## src/rtl/vram_arb_pkg.sv

```systemverilog
// vram_arb_pkg
// Shared types and defaults for the single-port video RAM arbiter.
//   owner_e : which requester issued a RAM access
//   tag_t   : read-return tag carried alongside the RAM read latency
//   AW_DEF / DW_DEF : default address/data widths of the RAM window
package vram_arb_pkg;

    localparam int AW_DEF = 15;
    localparam int DW_DEF = 8;

    typedef enum logic [1:0] {
        OWN_NONE = 2'd0,
        OWN_CPU  = 2'd1,
        OWN_PPU  = 2'd2
    } owner_e;

    typedef struct packed {
        logic   valid;
        owner_e owner;
    } tag_t;

    localparam tag_t TAG_IDLE = '{valid: 1'b0, owner: OWN_NONE};

endpackage

```

## src/rtl/arb_wait_cnt.sv

```systemverilog
// arb_wait_cnt
// Saturating starvation counter for the CPU side of the arbiter.
// Ports:
//   clk, rst_n : clock, async active-low reset
//   inc        : request refused this cycle
//   clr        : request granted or withdrawn (wins over inc)
//   at_max     : counter has reached MAX; the CPU must be served now
module arb_wait_cnt #(
    parameter int MAX = 4
) (
    input  logic clk,
    input  logic rst_n,
    input  logic inc,
    input  logic clr,
    output logic at_max
);

    localparam logic [3:0] MAX_C = 4'(MAX);

    logic [3:0] cnt;

    always_ff @(posedge clk or negedge rst_n) begin
        if (!rst_n) begin
            cnt <= '0;
        end else if (clr) begin
            cnt <= '0;
        end else if (inc && (cnt != MAX_C)) begin
            cnt <= cnt + 4'd1;
        end
    end

    assign at_max = (cnt == MAX_C);

endmodule

```

## src/rtl/vram_arbiter.sv

```systemverilog
// vram_arbiter
// Shares one synchronous single-port video RAM between the 6502 data bus
// and the character PPU fetch path. The PPU has priority during active
// display; the CPU is guaranteed service after CPU_MAX_WAIT refusals.
// Ports:
//   clk, rst_n                      : clock, async active-low reset
//   de                              : display enable (1 = active area)
//   cpu_req/we/addr/wdata, cpu_gnt  : CPU request side (gnt is combinational)
//   cpu_rdata, cpu_rvalid           : CPU read return
//   ppu_req/addr, ppu_gnt           : PPU fetch side (read only)
//   ppu_rdata, ppu_rvalid           : PPU read return
//   mem_en/we/addr/wdata, mem_rdata : registered RAM command, RAM read data
module vram_arbiter
    import vram_arb_pkg::*;
#(
    parameter int AW           = AW_DEF,
    parameter int DW           = DW_DEF,
    parameter int CPU_MAX_WAIT = 4
) (
    input  logic          clk,
    input  logic          rst_n,
    input  logic          de,
    input  logic          cpu_req,
    input  logic          cpu_we,
    input  logic [AW-1:0] cpu_addr,
    input  logic [DW-1:0] cpu_wdata,
    output logic          cpu_gnt,
    output logic [DW-1:0] cpu_rdata,
    output logic          cpu_rvalid,
    input  logic          ppu_req,
    input  logic [AW-1:0] ppu_addr,
    output logic          ppu_gnt,
    output logic [DW-1:0] ppu_rdata,
    output logic          ppu_rvalid,
    output logic          mem_en,
    output logic          mem_we,
    output logic [AW-1:0] mem_addr,
    output logic [DW-1:0] mem_wdata,
    input  logic [DW-1:0] mem_rdata
);

    logic cpu_force;
    tag_t s1_next;
    tag_t s1;
    tag_t s2;

    // Refused while requesting -> count; granted or withdrawn -> clear.
    arb_wait_cnt #(.MAX(CPU_MAX_WAIT)) u_wait_cnt (
        .clk    (clk),
        .rst_n  (rst_n),
        .inc    (cpu_req && !cpu_gnt),
        .clr    (!cpu_req || cpu_gnt),
        .at_max (cpu_force)
    );

    assign cpu_gnt = cpu_req && (cpu_force || !de || !ppu_req);
    assign ppu_gnt = ppu_req && !cpu_gnt;

    // Writes occupy the pipeline slot but never return data.
    always_comb begin
        s1_next = TAG_IDLE;
        if (cpu_gnt) begin
            s1_next.valid = !cpu_we;
            s1_next.owner = OWN_CPU;
        end else if (ppu_gnt) begin
            s1_next.valid = 1'b1;
            s1_next.owner = OWN_PPU;
        end
    end

    always_ff @(posedge clk or negedge rst_n) begin
        if (!rst_n) begin
            mem_en    <= 1'b0;
            mem_we    <= 1'b0;
            mem_addr  <= '0;
            mem_wdata <= '0;
            s1        <= TAG_IDLE;
            s2        <= TAG_IDLE;
        end else begin
            mem_en <= cpu_gnt || ppu_gnt;
            mem_we <= cpu_gnt && cpu_we;
            if (cpu_gnt) begin
                mem_addr  <= cpu_addr;
                mem_wdata <= cpu_wdata;
            end else if (ppu_gnt) begin
                mem_addr  <= ppu_addr;
                mem_wdata <= '0;
            end
            s1 <= s1_next;
            // s2 lines up with mem_rdata from the synchronous RAM.
            s2 <= s1;
        end
    end

    assign cpu_rvalid = s2.valid && (s2.owner == OWN_CPU);
    assign ppu_rvalid = s2.valid && (s2.owner == OWN_PPU);
    assign cpu_rdata  = mem_rdata;
    assign ppu_rdata  = mem_rdata;

endmodule

```

## config.mk

```make
export PLATFORM = sky130hd
export DESIGN_NAME = vram_arbiter
export DESIGN_NICKNAME = d
export VERILOG_FILES = /design/src/rtl/vram_arb_pkg.sv /design/src/rtl/arb_wait_cnt.sv /design/src/rtl/vram_arbiter.sv
export SDC_FILE = /design/constraint.sdc
export NUM_CORES = 1
export LEC_CHECK = 0
export ABC_AREA = 1
export CAP_MARGIN = 20
export CORE_UTILIZATION = 38
export CTS_CLUSTER_SIZE = 8
export DETAILED_ROUTE_END_ITERATION = 10
export PLACE_DENSITY = 0.81
export SYNTH_ARGS = -nofsm -noshare
export SYNTH_HDL_FRONTEND = slang
export SYNTH_SLANG_ARGS = --single-unit
export TNS_END_PERCENT = 5
```

## constraint.sdc

```tcl
create_clock -name clk -period 1.4 [get_ports clk]
set_input_delay 0.21 -clock clk [delete_from_list [all_inputs] [get_ports clk]]
set_output_delay 0.21 -clock clk [all_outputs]
set_load 0.01 [all_outputs]
```

# Yosys cells after proc, flatten, opt, wreduce, memory -nomap -nowiden
# Cells that the tools add are included.
# totals
register_bits	35
latch_bits	0
ram_bits	0
romBits	0
in_bits	52
out_inout_bits	45
word_cells	40
n_memories	0
# op_classes
n_addsub	1
mul	0
n_div	0
order_cmp	0
eq_ne	4
shift	0
mux	8
bitwise_logic	0
n_reduce_logical	18
# op_table
operator	n
2-to-1 mux 15 bit	2
2-to-1 mux 8 bit	2
2-to-1 mux 4 bit	2
logical AND 1 bit	7
2-to-1 mux 3 bit	2
logical NOT 1 bit	5
adder 4 x 1 -> 4 bit, second input constant	1
equality test 4 x 3 -> 1 bit, second input constant	1
logical OR 1 bit	4
!= test 4 x 3 -> 1 bit, second input constant	1
nonzero test 2 bit	2
equality test 2 x 1 -> 1 bit, second input constant	1
equality test 2 bit, second input constant	1

# Logic depth before layout (Yosys ltp)
# logic_depth
ltp_word	9
ltp_mapped	8
mapped_depth_nobuf	8

# By module
# Synthesis repeated with hierarchy kept, for this count alone.
# unflattened
hier_cells	218
hier_area_um2	1773.0
# by_module_without_submodules
mod	instances	cells_per_inst	area_per_inst_um2	seq_area_each_um2
vram_arbiter	1	186	1520.2	775.7
arb_wait_cnt	1	32	252.7	100.1

# Least setup slack after synthesis
# OpenSTA, ideal clock, no wires.
# synth_timing
path_kind	register to output
startpoint	reg u_wait_cnt.cnt[0]
endpoint	out ppu_gnt
arrival_time_ns	1.188
t_required_ns	1.190
slack_ns	0.002
stages_incl_launch_ff	8
path_buffers	0
path_cell_list	dfrtp_1 -> inv_1 -> ha_1 -> nand3_1 -> nand2_4 -> nand2_8 -> inv_2 -> nor2_1
# synth_via
elab_chain_cells	6
# synth_lines
item	line_no	rtl
start, declared	arb_wait_cnt.sv:20	logic [3:0] cnt;
start signal, assigned	arb_wait_cnt.sv:28	cnt <= cnt + 4'd1;
equality test 4 x 3 -> 1 bit	arb_wait_cnt.sv:32	assign at_max = (cnt == MAX_C);
logical OR 1 bit (2 in a row)	vram_arbiter.sv:56	assign cpu_gnt = cpu_req && (cpu_force || !de || !ppu_req);
logical AND 1 bit	vram_arbiter.sv:56	
via cpu_gnt	vram_arbiter.sv:27	output logic cpu_gnt,
logical NOT 1 bit	vram_arbiter.sv:57	assign ppu_gnt = ppu_req && !cpu_gnt;
logical AND 1 bit	vram_arbiter.sv:57	
end, declared	vram_arbiter.sv:32	output logic ppu_gnt,
# The timed path passes the listed nets, and every way through them passes these cells.

# Worst setup path in the final report
# layout_timing
startpoint	reg u_wait_cnt.cnt[0]
endpoint	out cpu_gnt
# layout_via
elab_chain_cells	4
# layout_lines
item	line_no
equality test 4 x 3 -> 1 bit	arb_wait_cnt.sv:32
logical OR 1 bit (2 in a row)	vram_arbiter.sv:56
logical AND 1 bit	vram_arbiter.sv:56
end, declared	vram_arbiter.sv:27
# No other way between the ends.

==> results by group <==
Detailed routing
  • Iteration-0 DRC Markers: 62
  • Post-route ant nets: 0
  • Detail-routed net length per standard cell: 12.46 µm
  • DRC viols: 0
  • Drt first pass iters: 4
  • DR vias/cell: 4.521
  • Vias: 1,492
  • WL final: 4113 µm

Worst setup path
  • R2R Path End: mem_addr[7]$_DFFE_PN0P_
  • Register-to-register setup slack: -0.02 ns
  • FF-to-FF Start: u_wait_cnt.cnt[1]$_DFFE_PN0P_
  • R2R depth: 9
  • WS Path Type: flip-flop to output port
  • Crit path max fanout: 2
  • Critical Path RT: 1.19 ns
  • Critical Path AT: 1.40 ns
  • CP Capture Type: output port
  • Setup crit start kind: flip-flop

Yosys
  • XOR/XNOR Fraction of Synth Area: 0.01031
  • Yosys synthesis warning count: 0
  • Mux cell area share after synthesis: 0
  • Register bit total from synthesis: 35
  • Syn Nets: 258
  • Post-synthesis cell count: 204
  • Largest family of logic cells by synthesized area: simple AND/OR/NAND/NOR gates
  • Seq/Total Area, Yosys: 0.5155
  • Adder-cell share of the synthesized area: 0.01473
  • Post-Synth Simple-Gate Area: 0.3027
  • Avg Cell Area, Syn: 8.329 µm²
  • Compound-Gate Fraction of Synth Area: 0
  • Synth cell types: 17
  • Cell Area, Synth: 1699 µm²

Floorplan
  • Full die area: 4743 µm²
  • Die height: 68.87 µm
  • # rows: 23
  • Core area: 4144 µm²
  • IO Pins: 97
  • Die Width: 68.87 µm
  • Initial Util: 0.4100

Flow run
  • Max-Cap Viols: 0

Clock tree
  • Clock slew at reported path FFs: 0.07 ns
  • Clk_lat worst skew: 0.29 ns
  • H-tree Lvls: 2
  • TritonCTS Buffers: 5
  • Root Driver: clkbuf_8
  • Sink Count: 35
  • CTS max path bufs: 2
  • CTS tree: built

Finish
  • Fraction of layout instances using a drive strength above 1: 0.1714
  • Area growth syn-to-layout: 58.25%
  • Layout Nets: 333
  • Leading cell type in the layout, fill and taps excluded: nand2_1
  • Design Area, Final: 2689 µm²
  • Antenna fix cells: 0
  • Fillcell total: 366
  • Most frequent cells in the layout: nand2_1, clkdlybuf4s50_1, dfrtp_1, nand3_1, inv_1
  • Final core occ: 0.6489

Timing
  • Number of endpoints failing setup at the final stage: 7
  • Slew @ Worst Pin: 0.3857 ns
  • Slew HR: 0.7429
  • Final Cycle Share: 1.150
  • Hold Fails Final Rpt: 0
  • RSZ-0062 raised after global routing: true
  • Setup TNS: -0.4348 ns
  • Setup ws final: -0.2100 ns
  • Fmax: 0.6211 GHz
  • Tmin final: 1.610 ns
  • Fin. max-slew vios: 0
  • Worst Skew: 0.006274 ns

Worst hold path
  • HP Start: s1[2]$_DFF_PN0_
  • Hold EP: s2[2]$_DFF_PN0_
  • WHS Path Cells: 0
  • Worst hold path type: flip-flop to flip-flop

GRT
  • All-Layer GR Usage: 0.1860
  • Vias in the first global route: 1,385
  • Grt ovf: 0
  • First-pass GRT wire length: 6258 µm
  • Largest net degree at the start of global routing: 19
  • Initial antenna violation count: 0

Status
  • Failing checks: negative setup slack
  • Outcome: finished with violations

Placement
  • GP Congestion: 0.7322
  • Post-DP Area: 2421 µm²
  • Place WS: -0.5740 ns
  • Port-buffer cells: 72
  • Final HPWL DP: 2984 µm

Power
  • Cell Pwr Density: 945.4 nW/µm²
  • P_leak: 1.546 nW
  • Worst IR drop on VDD: 0.6531 mV
[power by group]
| part | total, mW | internal (mW) | switching (mW) |
|---|---|---|---|
| logic | 0.525 | 0.294 | 0.231 |
| registers | 1.13 | 1.09 | 0.0367 |
| clock network | 0.891 | 0.529 | 0.362 |
[kinds of logic (layout without fill, tap and decap cells)]
logic type	Yosys count	in the layout
fa+ha+maj	2	2
buf+inv	48	124
xor+xnor	2	2
flops	35	35
simple gates	117	117
[state kept, by name, summed over array words and instances, names as in the netlist]
signal / count
mem_addr: 15
u_wait_cnt.cnt: 4
mem_wdata: 8
s2: 3
mem_en: 1
s1: 3
mem_we: 1
[synth_stat cells, drive strengths merged]
library cell,count,area (µm²)
nand2,74,304.0
dfrtp,35,875.8
nand3,33,165.2
buf,24,176.4
inv,24,90.09
nor2,10,45.04
ha,2,25.02
xnor2,1,8.760
xor2,1,8.760
[timing repair]
item,CTS,global route
hold buffers,1,0
setup endpoints to repair,15,42
cloned,0,0
endpoints found under the hold margin,17,0
resized for setup,25,36
setup buffers,1,2
pin swaps,2,3
[metal layers]
metal,GRT usage,share of wire,routed length [µm],vias up
met5,0,0,0,-
met3,0.05099,0.055,225,7
met2,0.3204,0.52,2121,42
met1,0.2186,0.41,1705,688
li1,-,-,-,755
met4,0.07143,0.015,60,0
[area by class of cell]
cell class	count	area [µm²]	area share
sequential	35	875.8	0.3257
inverter	24	95.09	0.03537
clock inverter	3	43.79	0.01629
tap	50	62.56	0.02327
clock buffer	5	68.82	0.02559
timing repair buffer	92	925.9	0.3443
multi-input combinational	121	616.8	0.2294
[worst max-delay path, stage by stage (launching register included)]
cell     delay [ns]
dfrtp_1        0.38
inv_1          0.06
ha_2           0.19
nand3_4        0.08
nand2_4        0.10
nand2_8        0.06
inv_6          0.06
buf_6          0.09
buf_6          0.09
[through the flow]
| step | total power [mW] | cells | hold slack (ns) |
|---|---|---|---|
| final | 2.542 | 330 | 0.3515 |
| after global routing | 2.661 | 330 | 0.3686 |
| after CTS | 2.555 | 328 | 0.3526 |
| after detailed placement | 1.667 | 318 | 0.1583 |
| after global placement | 1.659 | 318 | 0.1625 |
| after floorplan | 1.376 | 204 | -0.08559 |
[worst max path at each step]
stage,start,end,slack [ns],cells after the start
global route,u_wait_cnt.cnt[0]$_DFFE_PN0P_,cpu_gnt,-0.27,8
CTS,u_wait_cnt.cnt[0]$_DFFE_PN0P_,cpu_gnt,-0.21,8
finish,u_wait_cnt.cnt[0]$_DFFE_PN0P_,cpu_gnt,-0.21,8
detailed placement,ppu_req,ppu_gnt,-0.57,8
floorplan,u_wait_cnt.cnt[0]$_DFFE_PN0P_,ppu_gnt,0.002,7
global placement,ppu_req,ppu_gnt,-0.54,8
Note: power is estimated with default switching activity, not from simulation.
